File: src/rtl/seq_edge_pkg.sv
`default_nettype none
// ============================================================================
// Module   : seq_edge_pkg
// Purpose  : Shared types and default constants for the windowed edge
//            counter: FSM state encoding and CNT_W / WINDOW defaults.
// Ports    : (package - none)
// Config   : SEQ_EDGE_COUNTER_FALL_EN (consumed by seq_edge_detect)
// Revision : 1.0 - initial release
// ============================================================================
package seq_edge_pkg;

  // Explicit 2-bit encoding so HOLD/COUNT decode is stable across tools.
  typedef enum logic [1:0] {
    IDLE  = 2'd0,
    COUNT = 2'd1,
    HOLD  = 2'd2
  } state_e;

  localparam int CNT_W_DEFAULT  = 8;
  localparam int WINDOW_DEFAULT = 16;

endpackage : seq_edge_pkg
`default_nettype wire

File: src/rtl/seq_edge_detect.sv
`default_nettype none
// ============================================================================
// Module   : seq_edge_detect
// Purpose  : Registers the serial input once and produces a one-cycle edge
//            pulse comparing the current bit against the registered copy.
//            The registered copy tracks d in every cycle, independent of
//            whether the parent is counting.
// Ports    : clk        in   clock, rising edge
//            rst        in   synchronous active-high reset (clears d_q)
//            d          in   serial bit
//            edge_pulse out  edge seen this cycle (rising, or any toggle
//                            when SEQ_EDGE_COUNTER_FALL_EN is defined)
// Config   : SEQ_EDGE_COUNTER_FALL_EN - count falling edges as well
// Revision : 1.0 - initial release
// ============================================================================
module seq_edge_detect (
  input  logic clk,
  input  logic rst,
  input  logic d,
  output logic edge_pulse
);

  logic d_q;
  logic d_d;

  always_comb begin
    d_d = d;
  end

  always_ff @(posedge clk) begin
    if (rst) begin
      d_q <= 1'b0;
    end else begin
      d_q <= d_d;
    end
  end

`ifdef SEQ_EDGE_COUNTER_FALL_EN
  // Rising or falling: every toggle is one edge.
  assign edge_pulse = (d & ~d_q) | (~d & d_q);
`else
  assign edge_pulse = d & ~d_q;
`endif

endmodule : seq_edge_detect
`default_nettype wire

File: src/rtl/seq_edge_counter.sv
`default_nettype none
// ============================================================================
// Module   : seq_edge_counter
// Purpose  : Counts edges of a serial bit over a fixed window of WINDOW
//            cycles and presents the (saturating) result with a valid/ready
//            handshake. A started window always completes; rst discards
//            everything.
// Params   : CNT_W  (2..16)     edge-count width
//            WINDOW (2..65535)  window length in cycles
// Ports    : clk        in   clock, rising edge
//            rst        in   synchronous active-high reset
//            en         in   start / continue measurement windows
//            d          in   serial bit
//            out_valid  out  result available (held until accepted)
//            out_ready  in   consumer accepts result
//            out_count  out  edges counted in the last window
//            out_ovf    out  count saturated in the last window
// Config   : SEQ_EDGE_COUNTER_FALL_EN - falling edges also count
// Revision : 1.0 - initial release
// ============================================================================
module seq_edge_counter
  import seq_edge_pkg::*;
#(
  parameter int CNT_W  = CNT_W_DEFAULT,
  parameter int WINDOW = WINDOW_DEFAULT
) (
  input  logic             clk,
  input  logic             rst,
  input  logic             en,
  input  logic             d,
  output logic             out_valid,
  input  logic             out_ready,
  output logic [CNT_W-1:0] out_count,
  output logic             out_ovf
);

  localparam int               WIN_W    = (WINDOW > 2) ? $clog2(WINDOW) : 1;
  localparam logic [WIN_W-1:0] WIN_LAST = WIN_W'(WINDOW - 1);
  localparam logic [WIN_W-1:0] WIN_ONE  = WIN_W'(1);
  localparam logic [CNT_W-1:0] CNT_MAX  = {CNT_W{1'b1}};
  localparam logic [CNT_W-1:0] CNT_ONE  = CNT_W'(1);

  logic edge_pulse;

  state_e             state_q,     state_d;
  logic [WIN_W-1:0]   win_cnt_q,   win_cnt_d;
  logic [CNT_W-1:0]   edge_cnt_q,  edge_cnt_d;
  logic               ovf_q,       ovf_d;
  logic               out_valid_q, out_valid_d;
  logic [CNT_W-1:0]   out_count_q, out_count_d;
  logic               out_ovf_q,   out_ovf_d;

  // Saturating accumulate of this cycle's edge, shared by the
  // mid-window update and the final-cycle result load.
  logic               at_max;
  logic [CNT_W-1:0]   cnt_acc;
  logic               ovf_acc;

  seq_edge_detect u_edge (
    .clk        (clk),
    .rst        (rst),
    .d          (d),
    .edge_pulse (edge_pulse)
  );

  always_comb begin
    at_max  = (edge_cnt_q == CNT_MAX);
    cnt_acc = (edge_pulse && !at_max) ? (edge_cnt_q + CNT_ONE) : edge_cnt_q;
    ovf_acc = ovf_q | (edge_pulse & at_max);
  end

  always_comb begin
    state_d     = state_q;
    win_cnt_d   = win_cnt_q;
    edge_cnt_d  = edge_cnt_q;
    ovf_d       = ovf_q;
    out_valid_d = out_valid_q;
    out_count_d = out_count_q;
    out_ovf_d   = out_ovf_q;

    case (state_q)
      IDLE: begin
        if (en) begin
          state_d    = COUNT;
          win_cnt_d  = '0;
          edge_cnt_d = '0;
          ovf_d      = 1'b0;
        end
      end

      COUNT: begin
        // en is deliberately ignored here: a started window always completes.
        win_cnt_d  = win_cnt_q + WIN_ONE;
        edge_cnt_d = cnt_acc;
        ovf_d      = ovf_acc;
        if (win_cnt_q == WIN_LAST) begin
          // Last window cycle: its own edge is part of the result.
          out_count_d = cnt_acc;
          out_ovf_d   = ovf_acc;
          out_valid_d = 1'b1;
          win_cnt_d   = '0;
          state_d     = HOLD;
        end
      end

      HOLD: begin
        if (out_ready) begin
          out_valid_d = 1'b0;
          if (en) begin
            state_d    = COUNT;
            win_cnt_d  = '0;
            edge_cnt_d = '0;
            ovf_d      = 1'b0;
          end else begin
            state_d = IDLE;
          end
        end
      end

      default: begin
        state_d     = IDLE;
        out_valid_d = 1'b0;
      end
    endcase
  end

  always_ff @(posedge clk) begin
    if (rst) begin
      state_q     <= IDLE;
      win_cnt_q   <= '0;
      edge_cnt_q  <= '0;
      ovf_q       <= 1'b0;
      out_valid_q <= 1'b0;
      out_count_q <= '0;
      out_ovf_q   <= 1'b0;
    end else begin
      state_q     <= state_d;
      win_cnt_q   <= win_cnt_d;
      edge_cnt_q  <= edge_cnt_d;
      ovf_q       <= ovf_d;
      out_valid_q <= out_valid_d;
      out_count_q <= out_count_d;
      out_ovf_q   <= out_ovf_d;
    end
  end

  assign out_valid = out_valid_q;
  assign out_count = out_count_q;
  assign out_ovf   = out_ovf_q;

endmodule : seq_edge_counter
`default_nettype wire

File: config.mk
export PLATFORM = sky130hd
export DESIGN_NAME = seq_edge_counter
export DESIGN_NICKNAME = d
export VERILOG_FILES = /design/src/rtl/seq_edge_pkg.sv /design/src/rtl/seq_edge_detect.sv /design/src/rtl/seq_edge_counter.sv
export SDC_FILE = /design/constraint.sdc
export NUM_CORES = 1
export LEC_CHECK = 0
export BUFFER_PORTS_ARGS = -buffer_cell sky130_fd_sc_hd__buf_4
export CORE_MARGIN = 1
export CORE_UTILIZATION = 60
export DETAILED_ROUTE_END_ITERATION = 8
export GPL_ROUTABILITY_DRIVEN = 0
export PLACE_DENSITY = 0.83
export SLEW_MARGIN = 20
export SYNTH_ARGS = -nofsm -noshare
export SYNTH_HDL_FRONTEND = slang
export SYNTH_HIERARCHICAL = 1
export SYNTH_SLANG_ARGS = --single-unit
File: constraint.sdc
create_clock -name clk -period 2.8 [get_ports clk]
set_input_delay 0.28 -clock clk [delete_from_list [all_inputs] [get_ports clk]]
set_output_delay 0.28 -clock clk [all_outputs]
set_load 0.01 [all_outputs]
# Word-level counts from Yosys, hierarchy flattened
# Index checks and enable logic that the tools add are counted.
[totals] register_bits=26 latch_bits=0 ramBits=0 romBits=0 output_inout_bits=10 mem_count=0
[classes] addsub=2 mul=0 n_div=0 n_lt_le_gt_ge=0 eq_ne=7 shift=0 muxes=19 n_bitwise=5 n_reduce_logical=8
[ops] cell="two-way mux 8 bit" count=3
[ops] cell="case mux 8 bit (3 select lines)" count=1
[ops] cell="two-way mux 4 bit" count=3
[ops] cell="case mux 4 bit (3 select lines)" count=1
[ops] cell="adder 8 x 1 -> 8 bit (second input constant)" count=1
[ops] cell="equality test 8 bit (second input constant)" count=1
[ops] cell="two-way mux 2 bit" count=3
[ops] cell="inequality test 2 bit (second input constant)" count=3
[ops] cell="case mux 1 bit (3 select lines)" count=2
[ops] cell="case mux 2 bit (3 select lines)" count=1
[ops] cell="AND reduction 3 bit" count=2
[ops] cell="two-way mux 1 bit" count=5
[ops] cell="adder 4 x 1 -> 4 bit (second input constant)" count=1
[ops] cell="equality test 4 bit (second input constant)" count=1
[ops] cell="AND reduction 2 bit" count=2
[ops] cell="nonzero test 3 bit" count=1
[ops] cell="bitwise AND 1 bit" count=2
[ops] cell="equality test 2 x 1 -> 1 bit (second input constant)" count=1
[ops] cell="equality test 2 bit (second input constant)" count=1
[ops] cell="logical NOT 2 bit" count=1
[ops] cell="NOT 1 bit" count=2
[ops] cell="logical AND 1 bit" count=1
[ops] cell="logical NOT 1 bit" count=1
[ops] cell="OR 1 bit" count=1

# Logic depth before layout (Yosys ltp)
# Gate-level depths: netlist of run 1.
[logic_depth] depth_word=5 ltp_mapped=6 depth_no_buf=5

# Modules after synthesis
# The synthesis of run 1 kept the hierarchy.
[by_module_without_submodules] mod="seq_edge_counter" n_inst=1 cells_per_inst=135 area_per_inst_um2=1161.1
[by_module_without_submodules] mod="seq_edge_detect" n_inst=1 cells_per_inst=3 area_per_inst_um2=47.5

# Least setup slack after synthesis of run 1
# No wires, ideal clock.
[synth_path] path_type="register to register" startpoint="register win_cnt_q[0]" endpoint="register out_count_q[2], in the netlist out_count[2]" arrival_ns=1.447 t_required_ns=2.730 slack_ns=1.282 stages_incl_launch_ff=7 n_path_buf=1 period_less_slack_ns=1.518 cell_sequence="dfxtp_1 ha_1 nand3_1 or2_1 buf_6 or3_1 a21oi_1"
[synth_between] elab_chain_cells=2
[synth_rtl] item="start, declared" line="seq_edge_counter.sv:46" rtl="logic [WIN_W-1:0] win_cnt_q, win_cnt_d;"
[synth_rtl] item="start signal, assigned" line="seq_edge_counter.sv:138" rtl="win_cnt_q <= win_cnt_d;"
[synth_rtl] item="equality test 4 bit" line="seq_edge_counter.sv:96" rtl="if (win_cnt_q == WIN_LAST) begin"
[synth_rtl] item="AND reduction 2 bit (no source line)"
[synth_rtl] item="end signal, assigned" line="seq_edge_counter.sv:142" rtl="out_count_q <= out_count_d;"
[synth_rtl] item="end, declared" line="seq_edge_counter.sv:50" rtl="logic [CNT_W-1:0] out_count_q, out_count_d;"
# Every way passes these cells.
# A chain may end at the register's enable or synchronous reset.

# Final worst setup path of run 1
[layout_path] startpoint="register edge_cnt_q[0]" endpoint="register out_count_q[1], in the netlist out_count[1]"
[layout_between] elab_chain_cells=4
[layout_rtl] item="start, declared" line="seq_edge_counter.sv:47" rtl="logic [CNT_W-1:0] edge_cnt_q, edge_cnt_d;"
[layout_rtl] item="start signal, assigned" line="seq_edge_counter.sv:139" rtl="edge_cnt_q <= edge_cnt_d;"
[layout_rtl] item="branches (longest 3 deep; another with adder 8 x 1 -> 8 bit)"
[layout_rtl] item="two-way mux 8 bit (*)" line="seq_edge_counter.sv:68" rtl="cnt_acc = (edge_pulse && !at_max) ? (edge_cnt_q + CNT_ONE) : edge_cnt_q;"
# Mark *: on every way between the ends.

==> impl_metrics.py, run 1 <==
metrics = {
    "clocking": {
        "post-cts-setup-buffers": 0,
        "ctsHoldBuffers": 0,
        "htreeDepth": 1,
        "cts.clk_slew.worst_paths_ns": 0.13,
        "cts_tree": "yes",
        "clockBufferDepth": 2,
        "root_buffer": "clkbuf_4",
        "clock_sinks": 26,
        "worstSkewPairLatency_ns": 0.31,
        "cts_resized": 0,
        "cts_inserted_buffers": 3,
    },
    "logic_synthesis": {
        "ys_top_cells_by_area": "dfxtp_1 43%, nor2_1 5.9%, a21oi_1 5.4%",
        "synth_fp_nets": 145,
        "synth_cell_types": 40,
        "synth_area_mm2": 0.00121,
        "synth.avg_cell_area_um2": 8.76,
        "async_reset_ff_share_pct": 0,
        "yosysTopAreaCellShare_pct": 43.1,
        "yosysTopAreaCell": "dfxtp_1",
        "ys_ff_latch": 26,
        "synthFlopType": "dfxtp_1",
        "synth_edf_count": 0,
        "ys.warnings.count": 6,
        "seq_area_frac_synth_pct": 43.1,
        "synth.most_common_cell": "dfxtp_1",
        "yosys-top-cells-count": "26 x dfxtp_1, 19 x nor2_1, 13 x a21oi_1",
        "synth_cells": 138,
    },
    "drt": {
        "dr.first_iter.drc_count": 28,
        "drt-total-wl_mm": 2.38,
        "post-route-drc-count": 0,
        "firstDrtPassIters": 4,
        "routedWlPerCell_um": 13.6,
        "ant_nets": 0,
        "vias_per_cell": 6.11,
        "vias": 1070,
    },
    "power": {
        "power_w": 0.000621,
        "powerDensity_mw_per_mm2": 462,
        "vdd_drop_max_uv": 413,
        "power_frac_comb_pct": 9.0,
        "switchingPower_w": 0.000145,
        "power.internal_w": 0.000477,
        "power.switching_fraction_pct": 23.3,
        "seq_power_share_pct": 61.2,
        "pwr-share-clk_pct": 29.9,
        "power.static_leakage_nw": 0.482,
    },
    "critical_path": {
        "crit_arrival_ns": 1.98,
        "required_ns": 3.03,
        "start_kind": "flop",
        "path_max_fanout": 8,
        "end_kind": "flop",
        "critPathKind": "flop to flop",
    },
    "floorplanning": {
        "ioPinCount": 15,
        "start_util_pct": 67.1,
        "die_w_um": 46.9,
        "core_region_area_mm2": 0.00180,
        "rows": 15,
        "die_area_mm2": 0.00220,
        "dieHeight_um": 46.9,
    },
    "hold_path": {
        "min_path_type": "primary input to flop",
    },
    "sta": {
        "fin_skew_ns": 0.00173,
        "fmax_mhz": 570,
        "finalCriticalPeriod_ns": 1.75,
        "maxSlewHeadroom_pct": 51.6,
        "finalCritPeriodShare_pct": 62.6,
        "slew_violations": 0,
        "fin_setup_tns_ns": 0,
        "fin_ws_ns": 1.05,
        "setup_viol": 0,
        "rsz0062_at_grt": "no",
        "worst_pin_slew_ns": 0.724,
        "hold_viol": 0,
    },
    "final_layout": {
        "synthToLayoutAreaGrowth_pct": 11.2,
        "n_fill_cell": 143,
        "utilization_pct": 74.6,
        "final_cell_area_mm2": 0.00134,
        "drive_above_1_share_pct": 14.7,
        "diodes": 0,
        "fin_nets": 158,
    },
    "global_route": {
        "grt_pass1_wl_mm": 4.05,
        "track_usage_pct": 25.6,
        "antenna_found_initial": 0,
        "overflow": 0,
        "grt_pass1_vias": 964,
        "grt_max_degree": 28,
    },
    "job": {
        "drv_cap": 0,
    },
    "place": {
        "dp_slack_ns": 1.09,
        "io_buffers": 14,
        "placed_area_mm2": 0.00131,
        "dpl.hpwl_mm": 1.76,
    },
    "outcome": {
        "status": "finished clean",
    },
}
==> logic make-up (layout without fill, tap and decap cells) <==
| group | Yosys count | in the layout | share of synthesized area (%) |
|---|---|---|---|
| multiplexers | 4 | 4 | 3.42 |
| adder cells (fa/ha/maj) | 2 | 2 | 2.07 |
| buffers and inverters | 8 | 20 | 3.73 |
| AO/OA/AOI/OAI | 38 | 38 | 21.1 |
| flip-flops | 26 | 26 | 43.1 |
| XOR/XNOR | 2 | 2 | 1.45 |
| AND/OR/NAND/NOR | 58 | 58 | 25.2 |
==> worst paths after layout <==
check	startpoint	slack [ns]	end	cells after the start
max	edge_cnt_q[0]$_SDFFE_PP0P_	1.05	out_count[1]$_SDFFE_PP0P_	5
min	d	0.18	u_edge/d_q$_SDFF_PP0_	2
max reg2reg	edge_cnt_q[0]$_SDFFE_PP0P_	1.05	out_count[1]$_SDFFE_PP0P_	5
min reg2reg	out_count[4]$_SDFFE_PP0P_	0.47	out_count[4]$_SDFFE_PP0P_	2
==> through the flow <==
stage | hold slack, ns | instances
finish | 0.180 | 175
floorplan | 0.344 | 138
global placement | 0.442 | 171
global route | 0.163 | 175
detailed placement | 0.456 | 171
CTS | 0.172 | 175
==> critical path: stages (launching register included) <==
cell,delay (ns)
dfxtp_1,0.42
ha_1,0.35
nand3_1,0.15
o21ai_1,0.32
mux2i_1,0.14
a211oi_1,0.29
==> power groups by stage <==
stage	combinational (W)	clock, W	sequential, W
3_5_place_dp	0.0000551	0	0.000388
2_1_floorplan	0.0000445	0	0.000387
5_1_grt	0.0000613	0.000207	0.000381
4_1_cts	0.0000552	0.000191	0.000380
6_report	0.0000558	0.000185	0.000380
3_3_place_gp	0.0000531	0	0.000388
==> sequential cells by signal, indices dropped and copies added (netlist names) <==
name,cells
state_q,2
u_edge/d_q,1
win_cnt_q,4
out_valid,1
edge_cnt_q,8
ovf_q,1
out_count,8
out_ovf,1
==> area by class of cell <==
class / instances / area (µm²) / area share [%]
Clock buffer: 4 / 36.3 / 2.70
Tap cell: 25 / 31.3 / 2.33
Sequential cell: 26 / 520 / 38.7
Multi-Input combinational cell: 104 / 643 / 47.9
Inverter: 2 / 7.51 / 0.559
Timing Repair Buffer: 14 / 105 / 7.82
==> metal layers <==
metal  global-route usage [%]  part of all wire [%]  vias to the layer above
li1                         -                     -                      531
met1                     32.5                    47                      508
met2                     44.2                    49                       27
met3                     2.31                   3.6                        4
met4                     10.9                   1.2                        0
met5                        0                     0                        -
==> cell usage in the layout (no fill, tap or decap), types with 2 or more instances in the layout <==
cell type	Yosys	routed
dfxtp_1	26	26
a211oi_1	5	5
o2bb2ai_1	2	2
o211ai_1	2	2
mux2i_1	3	3
o21ai_0	3	3
nor3_1	9	9
or3_1	2	2
nor2b_4	2	2
nand3_1	5	5
nor2_1	19	19
buf_4	0	14
clkbuf_4	0	3
nand4_1	2	2
nor2b_1	2	2
a31oi_1	2	2
a21oi_1	13	13
nand2_1	7	7
inv_1	2	2
nand3b_1	2	2
ha_1	2	2
nand2b_1	3	3
and4_1	2	2
Note: power is estimated with default switching activity, not from simulation.
==> inputs of run 2 (changes only) <==
--- a/config.mk
+++ b/config.mk
@@ -7,10 +7,10 @@
 export LEC_CHECK = 0
 export BUFFER_PORTS_ARGS = -buffer_cell sky130_fd_sc_hd__buf_4
 export CORE_MARGIN = 1
-export CORE_UTILIZATION = 60
+export CORE_UTILIZATION = 50
 export DETAILED_ROUTE_END_ITERATION = 8
 export GPL_ROUTABILITY_DRIVEN = 0
-export PLACE_DENSITY = 0.83
+export PLACE_DENSITY = 0.74
 export SLEW_MARGIN = 20
 export SYNTH_ARGS = -nofsm -noshare
 export SYNTH_HDL_FRONTEND = slang
==> constraint.sdc (replaced) <==
create_clock -name clk -period 1.6 [get_ports clk]
set_input_delay 0.16 -clock clk [delete_from_list [all_inputs] [get_ports clk]]
set_output_delay 0.16 -clock clk [all_outputs]
set_load 0.01 [all_outputs]
==> run 2 against run 1 <==
Against the previous run:
- sequential cell count unchanged
- design area increased by 9.6%
- largest cell class unchanged
- hold slack got worse by 0.13 ns
- clock power increased by 83%
- setup slack got worse by 1.0 ns
- via count increased by 6.3%
- critical path depth decreased by 2
- first-iteration DRC count increased by 29%
==> impl_metrics.py, run 2 (synthesis gave the netlist of run 1 again) <==
metrics = {
    "clocking": {
        "ctsHoldBuffers": 0,
        "cts_tree": "yes",
        "root_buffer": "clkbuf_4",
        "worstSkewPairLatency_ns": 0.32,
        "clock_sinks": 26,
        "cts_inserted_buffers": 3,
        "cts.clk_slew.worst_paths_ns": 0.14,
        "clockBufferDepth": 2,
        "htreeDepth": 1,
    },
    "drt": {
        "vias": 1137,
        "dr.first_iter.drc_count": 36,
        "ant_nets": 0,
        "post-route-drc-count": 0,
        "drt-total-wl_mm": 2.78,
        "firstDrtPassIters": 4,
        "vias_per_cell": 6.02,
        "routedWlPerCell_um": 14.7,
    },
    "critical_path": {
        "critPathMaxStageDelay_ns": 0.55,
        "start_kind": "flop",
        "required_ns": 1.83,
        "rrSetupSlack_ns": 0.05,
        "critPathKind": "flop to flop",
        "r2r_start": "edge_cnt_q[5]$_SDFFE_PP0P_",
        "slowest_stage": "or4_1",
        "crit_arrival_ns": 1.79,
        "crit_buf_inv": 0,
        "end_kind": "flop",
        "crit_cells": 3,
        "worstPathCellList": "nand4_1, or4_1, a32o_1",
        "path_max_fanout": 6,
        "regToRegEndpoint": "edge_cnt_q[7]$_SDFFE_PP0P_",
        "reg2reg_depth": 3,
        "cp_top_family": "simple AND/OR/NAND/NOR gates",
    },
    "floorplanning": {
        "start_util_pct": 53.6,
        "ioPinCount": 15,
        "die_area_mm2": 0.00262,
        "core_region_area_mm2": 0.00225,
        "die_w_um": 51.2,
        "rows": 17,
        "dieHeight_um": 51.2,
    },
    "place": {
        "dpl.hpwl_mm": 1.97,
        "dp_slack_ns": -0.0437,
        "io_buffers": 14,
    },
    "global_route": {
        "track_usage_pct": 23.4,
        "grt_max_degree": 28,
        "grt_pass1_wl_mm": 4.57,
        "grt_pass1_vias": 1045,
        "antenna_found_initial": 0,
        "overflow": 0,
    },
    "power": {
        "power_w": 0.00112,
        "power_frac_comb_pct": 10.1,
        "powerDensity_mw_per_mm2": 760,
        "vdd_drop_max_uv": 504,
        "switchingPower_w": 0.000272,
        "pwr-share-clk_pct": 30.2,
        "power.switching_fraction_pct": 24.3,
        "power.static_leakage_nw": 0.534,
        "seq_power_share_pct": 59.7,
        "power.internal_w": 0.000847,
    },
    "sta": {
        "fin_skew_ns": 0.00409,
        "fmax_mhz": 644,
        "setup_viol": 0,
        "maxSlewHeadroom_pct": 73.5,
        "finalCritPeriodShare_pct": 97.1,
        "hold_viol": 0,
        "worst_pin_slew_ns": 0.397,
        "fin_ws_ns": 0.0462,
        "finalCriticalPeriod_ns": 1.55,
        "slew_violations": 0,
    },
    "hold_path": {
        "min_path_type": "primary input to flop",
        "min-delay-start": "d",
        "hold_depth": 2,
        "min_to": "u_edge/d_q$_SDFF_PP0_",
    },
    "final_layout": {
        "diodes": 0,
        "synthToLayoutAreaGrowth_pct": 21.8,
        "layout_commonest_cell": "buf_4",
        "n_fill_cell": 203,
        "final_cell_mix": "25 x buf_4, 22 x dfxtp_1, 19 x nor2_1, 12 x a21oi_1",
        "drive_above_1_share_pct": 27.3,
        "fin_nets": 169,
    },
    "job": {
        "drv_cap": 0,
    },
    "outcome": {
        "status": "finished clean",
    },
}
## run 2: area by class of cell
type / instances / area, µm² / share of cell area [%]
well taps: 28 / 35.0 / 2.38
inverters: 2 / 7.51 / 0.510
clock buffers: 4 / 36.3 / 2.46
flip-flops and latches: 26 / 526 / 35.7
multi-input cells: 104 / 681 / 46.2
repair buffers: 25 / 188 / 12.7
## run 2: through the flow
step                      instances  area (µm²)  utilization (%)  hold WS, ns  TNS, ns
after detailed placement        184        1390             61.5        0.392   -0.125
final                           189        1470             65.3       0.0535        0
after global routing            189        1470             65.3       0.0507  -0.0454
after floorplan                 138        1210                -        0.224        0
after global placement          184        1390             61.5        0.389        0
after CTS                       188        1430             63.3       0.0478        0
## run 2: per-layer routing
layer  global-route usage [%]  vias to the layer above  share of wire, %
met1                     29.9                      543                47
met2                     38.8                       35                48
met4                     10.6                        0               2.1
li1                         -                      553                 -
met3                     2.98                        6               3.2
met5                        0                        -                 0
## run 2: worst max path at each step
stage	slack (ns)	start	end
2_1_floorplan	0.08	win_cnt_q[0]$_SDFFE_PP0P_	out_count[2]$_SDFFE_PP0P_
3_5_place_dp	-0.04	edge_cnt_q[0]$_SDFFE_PP0P_	edge_cnt_q[0]$_SDFFE_PP0P_
6_report	0.05	edge_cnt_q[5]$_SDFFE_PP0P_	edge_cnt_q[7]$_SDFFE_PP0P_
5_1_grt	-0.02	edge_cnt_q[5]$_SDFFE_PP0P_	edge_cnt_q[7]$_SDFFE_PP0P_
3_3_place_gp	0.05	edge_cnt_q[0]$_SDFFE_PP0P_	edge_cnt_q[0]$_SDFFE_PP0P_
4_1_cts	0.002	edge_cnt_q[0]$_SDFFE_PP0P_	out_count[6]$_SDFFE_PP0P_
## run 2: what timing repair did
| action | 4_1_cts | 5_1_grt |
|---|---|---|
| pin swaps | 0 | 2 |
| gates resized for setup | 1 | 11 |
| setup endpoints to repair | 4 | 14 |
| setup buffers | 0 | 1 |
| gates cloned | 0 | 0 |
## run 2: power by group through the flow
| stage | Sequential [W] | Combinational (W) | Clock, W |
|---|---|---|---|
| after floorplan | 0.000678 | 0.0000779 | 0 |
| after global placement | 0.000679 | 0.000108 | 0 |
| after detailed placement | 0.000680 | 0.000110 | 0 |
| after CTS | 0.000666 | 0.000111 | 0.000344 |
| after global routing | 0.000670 | 0.000126 | 0.000368 |
| final | 0.000668 | 0.000114 | 0.000338 |
## run 2: worst reg2reg max path: cells and delay by family, from the launching register on
| family | cells | cell delay, ns |
|---|---|---|
| simple gates | 2 | 0.74 |
| flops | 1 | 0.45 |
| compound gates | 1 | 0.28 |
==> inputs of run 3 (changes only) <==
--- a/config.mk
+++ b/config.mk
@@ -7,12 +7,12 @@
 export LEC_CHECK = 0
 export BUFFER_PORTS_ARGS = -buffer_cell sky130_fd_sc_hd__buf_4
 export CORE_MARGIN = 1
-export CORE_UTILIZATION = 50
+export CORE_UTILIZATION = 51
 export DETAILED_ROUTE_END_ITERATION = 8
 export GPL_ROUTABILITY_DRIVEN = 0
-export PLACE_DENSITY = 0.74
+export PLACE_DENSITY = 0.75
+export SETUP_SLACK_MARGIN = 0.02
 export SLEW_MARGIN = 20
 export SYNTH_ARGS = -nofsm -noshare
 export SYNTH_HDL_FRONTEND = slang
-export SYNTH_HIERARCHICAL = 1
 export SYNTH_SLANG_ARGS = --single-unit
==> run 3 against run 2 <==
Against the previous run:
- via count increased by 6.5%
- wire length increased by 6.2%
- maximum frequency increased by 0.90%
- highest routed layer unchanged
- non-clock buffer count unchanged
- critical endpoint is now out_count[5]$_SDFFE_PP0P_
- critical path type unchanged
- die area increased by 4.7%
- sequential cell count unchanged
- cell count increased by 6.3%
- largest cell class unchanged
- setup slack improved by 0.014 ns
- design area increased by 5.2%
- largest power group unchanged
- combinational power decreased by 17%
==> impl_metrics.py, run 3 <==
metrics = {
    "logic_synthesis": {
        "ys_top_cells_by_area": "dfxtp_1 40%, nor2_1 5.5%, a31oi_1 3.4%",
        "ys.warnings.count": 0,
        "async_reset_ff_share_pct": 0,
        "yosysTopAreaCell": "dfxtp_1",
        "synth_fp_nets": 160,
        "ys_ff_latch": 26,
        "synth_area_mm2": 0.00129,
        "synth.avg_cell_area_um2": 8.46,
        "yosys-top-cells-count": "26 x dfxtp_1, 19 x nor2_1, 10 x nand2_1",
        "synth_edf_count": 0,
        "synthFlopType": "dfxtp_1",
        "yosysTopAreaCellShare_pct": 40.2,
        "seq_area_frac_synth_pct": 40.2,
        "synth_cells": 153,
        "synth_cell_types": 47,
        "synth.most_common_cell": "dfxtp_1",
    },
    "job": {
        "drv_cap": 0,
    },
    "critical_path": {
        "r2r_start": "edge_cnt_q[0]$_SDFFE_PP0P_",
        "crit_cells": 5,
        "crit_arrival_ns": 1.79,
        "regToRegEndpoint": "out_count[5]$_SDFFE_PP0P_",
        "slowest_stage": "or4_1",
        "critPathCapture": "out_count[5]$_SDFFE_PP0P_",
        "start_kind": "flop",
        "critPathKind": "flop to flop",
        "end_kind": "flop",
        "crit_buf_inv": 0,
        "cp-startpoint": "edge_cnt_q[0]$_SDFFE_PP0P_",
        "critPathMaxStageDelay_ns": 0.47,
        "rrSetupSlack_ns": 0.06,
        "reg2reg_depth": 5,
        "cp_top_family": "simple AND/OR/NAND/NOR gates",
        "path_max_fanout": 8,
        "required_ns": 1.85,
        "worstPathCellList": "ha_4, nand3_2, nor2_4, or4_1, a311oi_1",
    },
    "drt": {
        "ant_nets": 0,
        "routedWlPerCell_um": 14.7,
        "post-route-drc-count": 0,
        "drt-total-wl_mm": 2.95,
        "firstDrtPassIters": 4,
        "vias": 1211,
        "dr.first_iter.drc_count": 62,
        "vias_per_cell": 6.02,
    },
    "sta": {
        "rsz0062_at_grt": "no",
        "worst_pin_slew_ns": 0.367,
        "finalCriticalPeriod_ns": 1.54,
        "fmax_mhz": 649,
        "fin_skew_ns": 0.00659,
        "slew_violations": 0,
        "finalCritPeriodShare_pct": 96.2,
        "setup_viol": 0,
        "hold_viol": 0,
        "maxSlewHeadroom_pct": 75.5,
    },
    "global_route": {
        "grt_pass1_wl_mm": 4.60,
        "grt_use_met1_pct": 31.0,
        "grt_max_degree": 25,
        "overflow": 0,
        "track_usage_pct": 22.7,
        "antenna_found_initial": 0,
        "gr-max-usage-layer": "met2",
        "grt_use_met3_pct": 2.61,
        "grt_pass1_vias": 1042,
        "grtUsageMet2_pct": 36.1,
    },
    "place": {
        "io_buffers": 14,
        "placed_area_mm2": 0.00146,
        "dpl.hpwl_mm": 2.09,
        "dpl.cell_count": 195,
    },
    "final_layout": {
        "regArea_um2": 533,
        "utilization_pct": 67.4,
        "multiInputGateArea_um2": 742,
        "final_cells": 201,
        "diodes": 0,
        "fin_nets": 181,
        "drive_above_1_share_pct": 24.9,
        "synthToLayoutAreaGrowth_pct": 19.7,
        "n_fill_cell": 194,
        "final_cell_mix": "25 x buf_4, 22 x dfxtp_1, 19 x nor2_1, 10 x nand2_1, 7 x a31oi_1",
        "layout_commonest_cell": "buf_4",
        "final_cell_area_mm2": 0.00155,
    },
    "clocking": {
        "clock_sinks": 26,
        "cts_tree": "yes",
        "clockBufferDepth": 2,
        "htreeDepth": 1,
        "root_buffer": "clkbuf_4",
        "worstSkewPairLatency_ns": 0.33,
        "cts.clk_slew.worst_paths_ns": 0.15,
        "cts_inserted_buffers": 3,
    },
    "power": {
        "powerDensity_mw_per_mm2": 709,
        "power.static_leakage_nw": 0.560,
        "vdd_drop_max_uv": 483,
    },
    "floorplanning": {
        "rows": 17,
        "die_w_um": 52.4,
        "dieHeight_um": 52.4,
        "ioPinCount": 15,
        "core_region_area_mm2": 0.00230,
        "start_util_pct": 56.3,
        "die_area_mm2": 0.00274,
    },
    "hold_path": {
        "min_path_type": "primary input to flop",
    },
    "outcome": {
        "status": "finished clean",
    },
}
[run 3: layout make-up]
class / count / share of cell area, %
Timing Repair Buffer: 25 / 12.1
Sequential cell: 26 / 34.4
Inverter: 4 / 0.969
Clock buffer: 4 / 2.34
Tap cell: 28 / 2.26
Multi-Input combinational cell: 114 / 47.9
[run 3: cells by family (layout without fill, tap and decap cells)]
group / after synthesis / after routing / synth area share [%]
DFF: 26 / 26 / 40.2
xor gates and xnor gates: 3 / 3 / 2.03
buffers and inverters: 13 / 33 / 5.03
AOI/OAI and AO/OA: 40 / 40 / 21.8
and+or+nand+nor: 67 / 67 / 27.4
muxes: 2 / 2 / 1.64
adders and majority gates: 2 / 2 / 1.93
[run 3: how the worst min path moves through the flow]
stage	from	to	slack [ns]	depth (start not counted)
4_1_cts	d	u_edge.d_q$_SDFF_PP0_	0.06	2
3_3_place_gp	d	u_edge.d_q$_SDFF_PP0_	0.39	2
5_1_grt	d	u_edge.d_q$_SDFF_PP0_	0.05	2
2_1_floorplan	d	u_edge.d_q$_SDFF_PP0_	0.29	1
6_report	d	u_edge.d_q$_SDFF_PP0_	0.06	2
3_5_place_dp	d	u_edge.d_q$_SDFF_PP0_	0.40	2
[run 3: worst reg2reg max path, stage by stage (launching register included)]
cell and delay (ns):
dfxtp_4 0.39, ha_4 0.16, nand3_2 0.11, nor2_4 0.07, or4_1 0.47, a311oi_1 0.25
[run 3: repair_timing]
action,4_1_cts,5_1_grt
endpoints found under the setup margin,3,13
gates resized for setup,3,9
setup buffers,0,2
pin swaps,0,1
hold buffers,0,0
[run 3: per-stage QoR]
step                      hold WS (ns)  setup TNS (ns)  setup WS, ns  power [W]
final                           0.0587               0        0.0601    0.00110
after global placement           0.392               0        0.0384   0.000764
after global routing            0.0510               0        0.0212    0.00113
after CTS                       0.0562        -0.00825      -0.00825    0.00110
after detailed placement         0.401               0       0.00368   0.000767
after floorplan                  0.288               0        0.0374   0.000737
[run 3: per-layer routing]
metal | part of all wire (%) | wire (µm)
met3 | 5.2 | 154
met4 | 1.8 | 54
met2 | 43 | 1280
met1 | 50 | 1460
met5 | 0 | 0
[run 3: where the power goes]
group	leakage (nW)	internal [W]	total, W	switching (W)
clock	0.0210	0.000139	0.000343	0.000203
sequential	0.213	0.000651	0.000660	0.00000925
combinational	0.326	0.0000400	0.0000949	0.0000549
total	0.560	0.000830	0.00110	0.000267
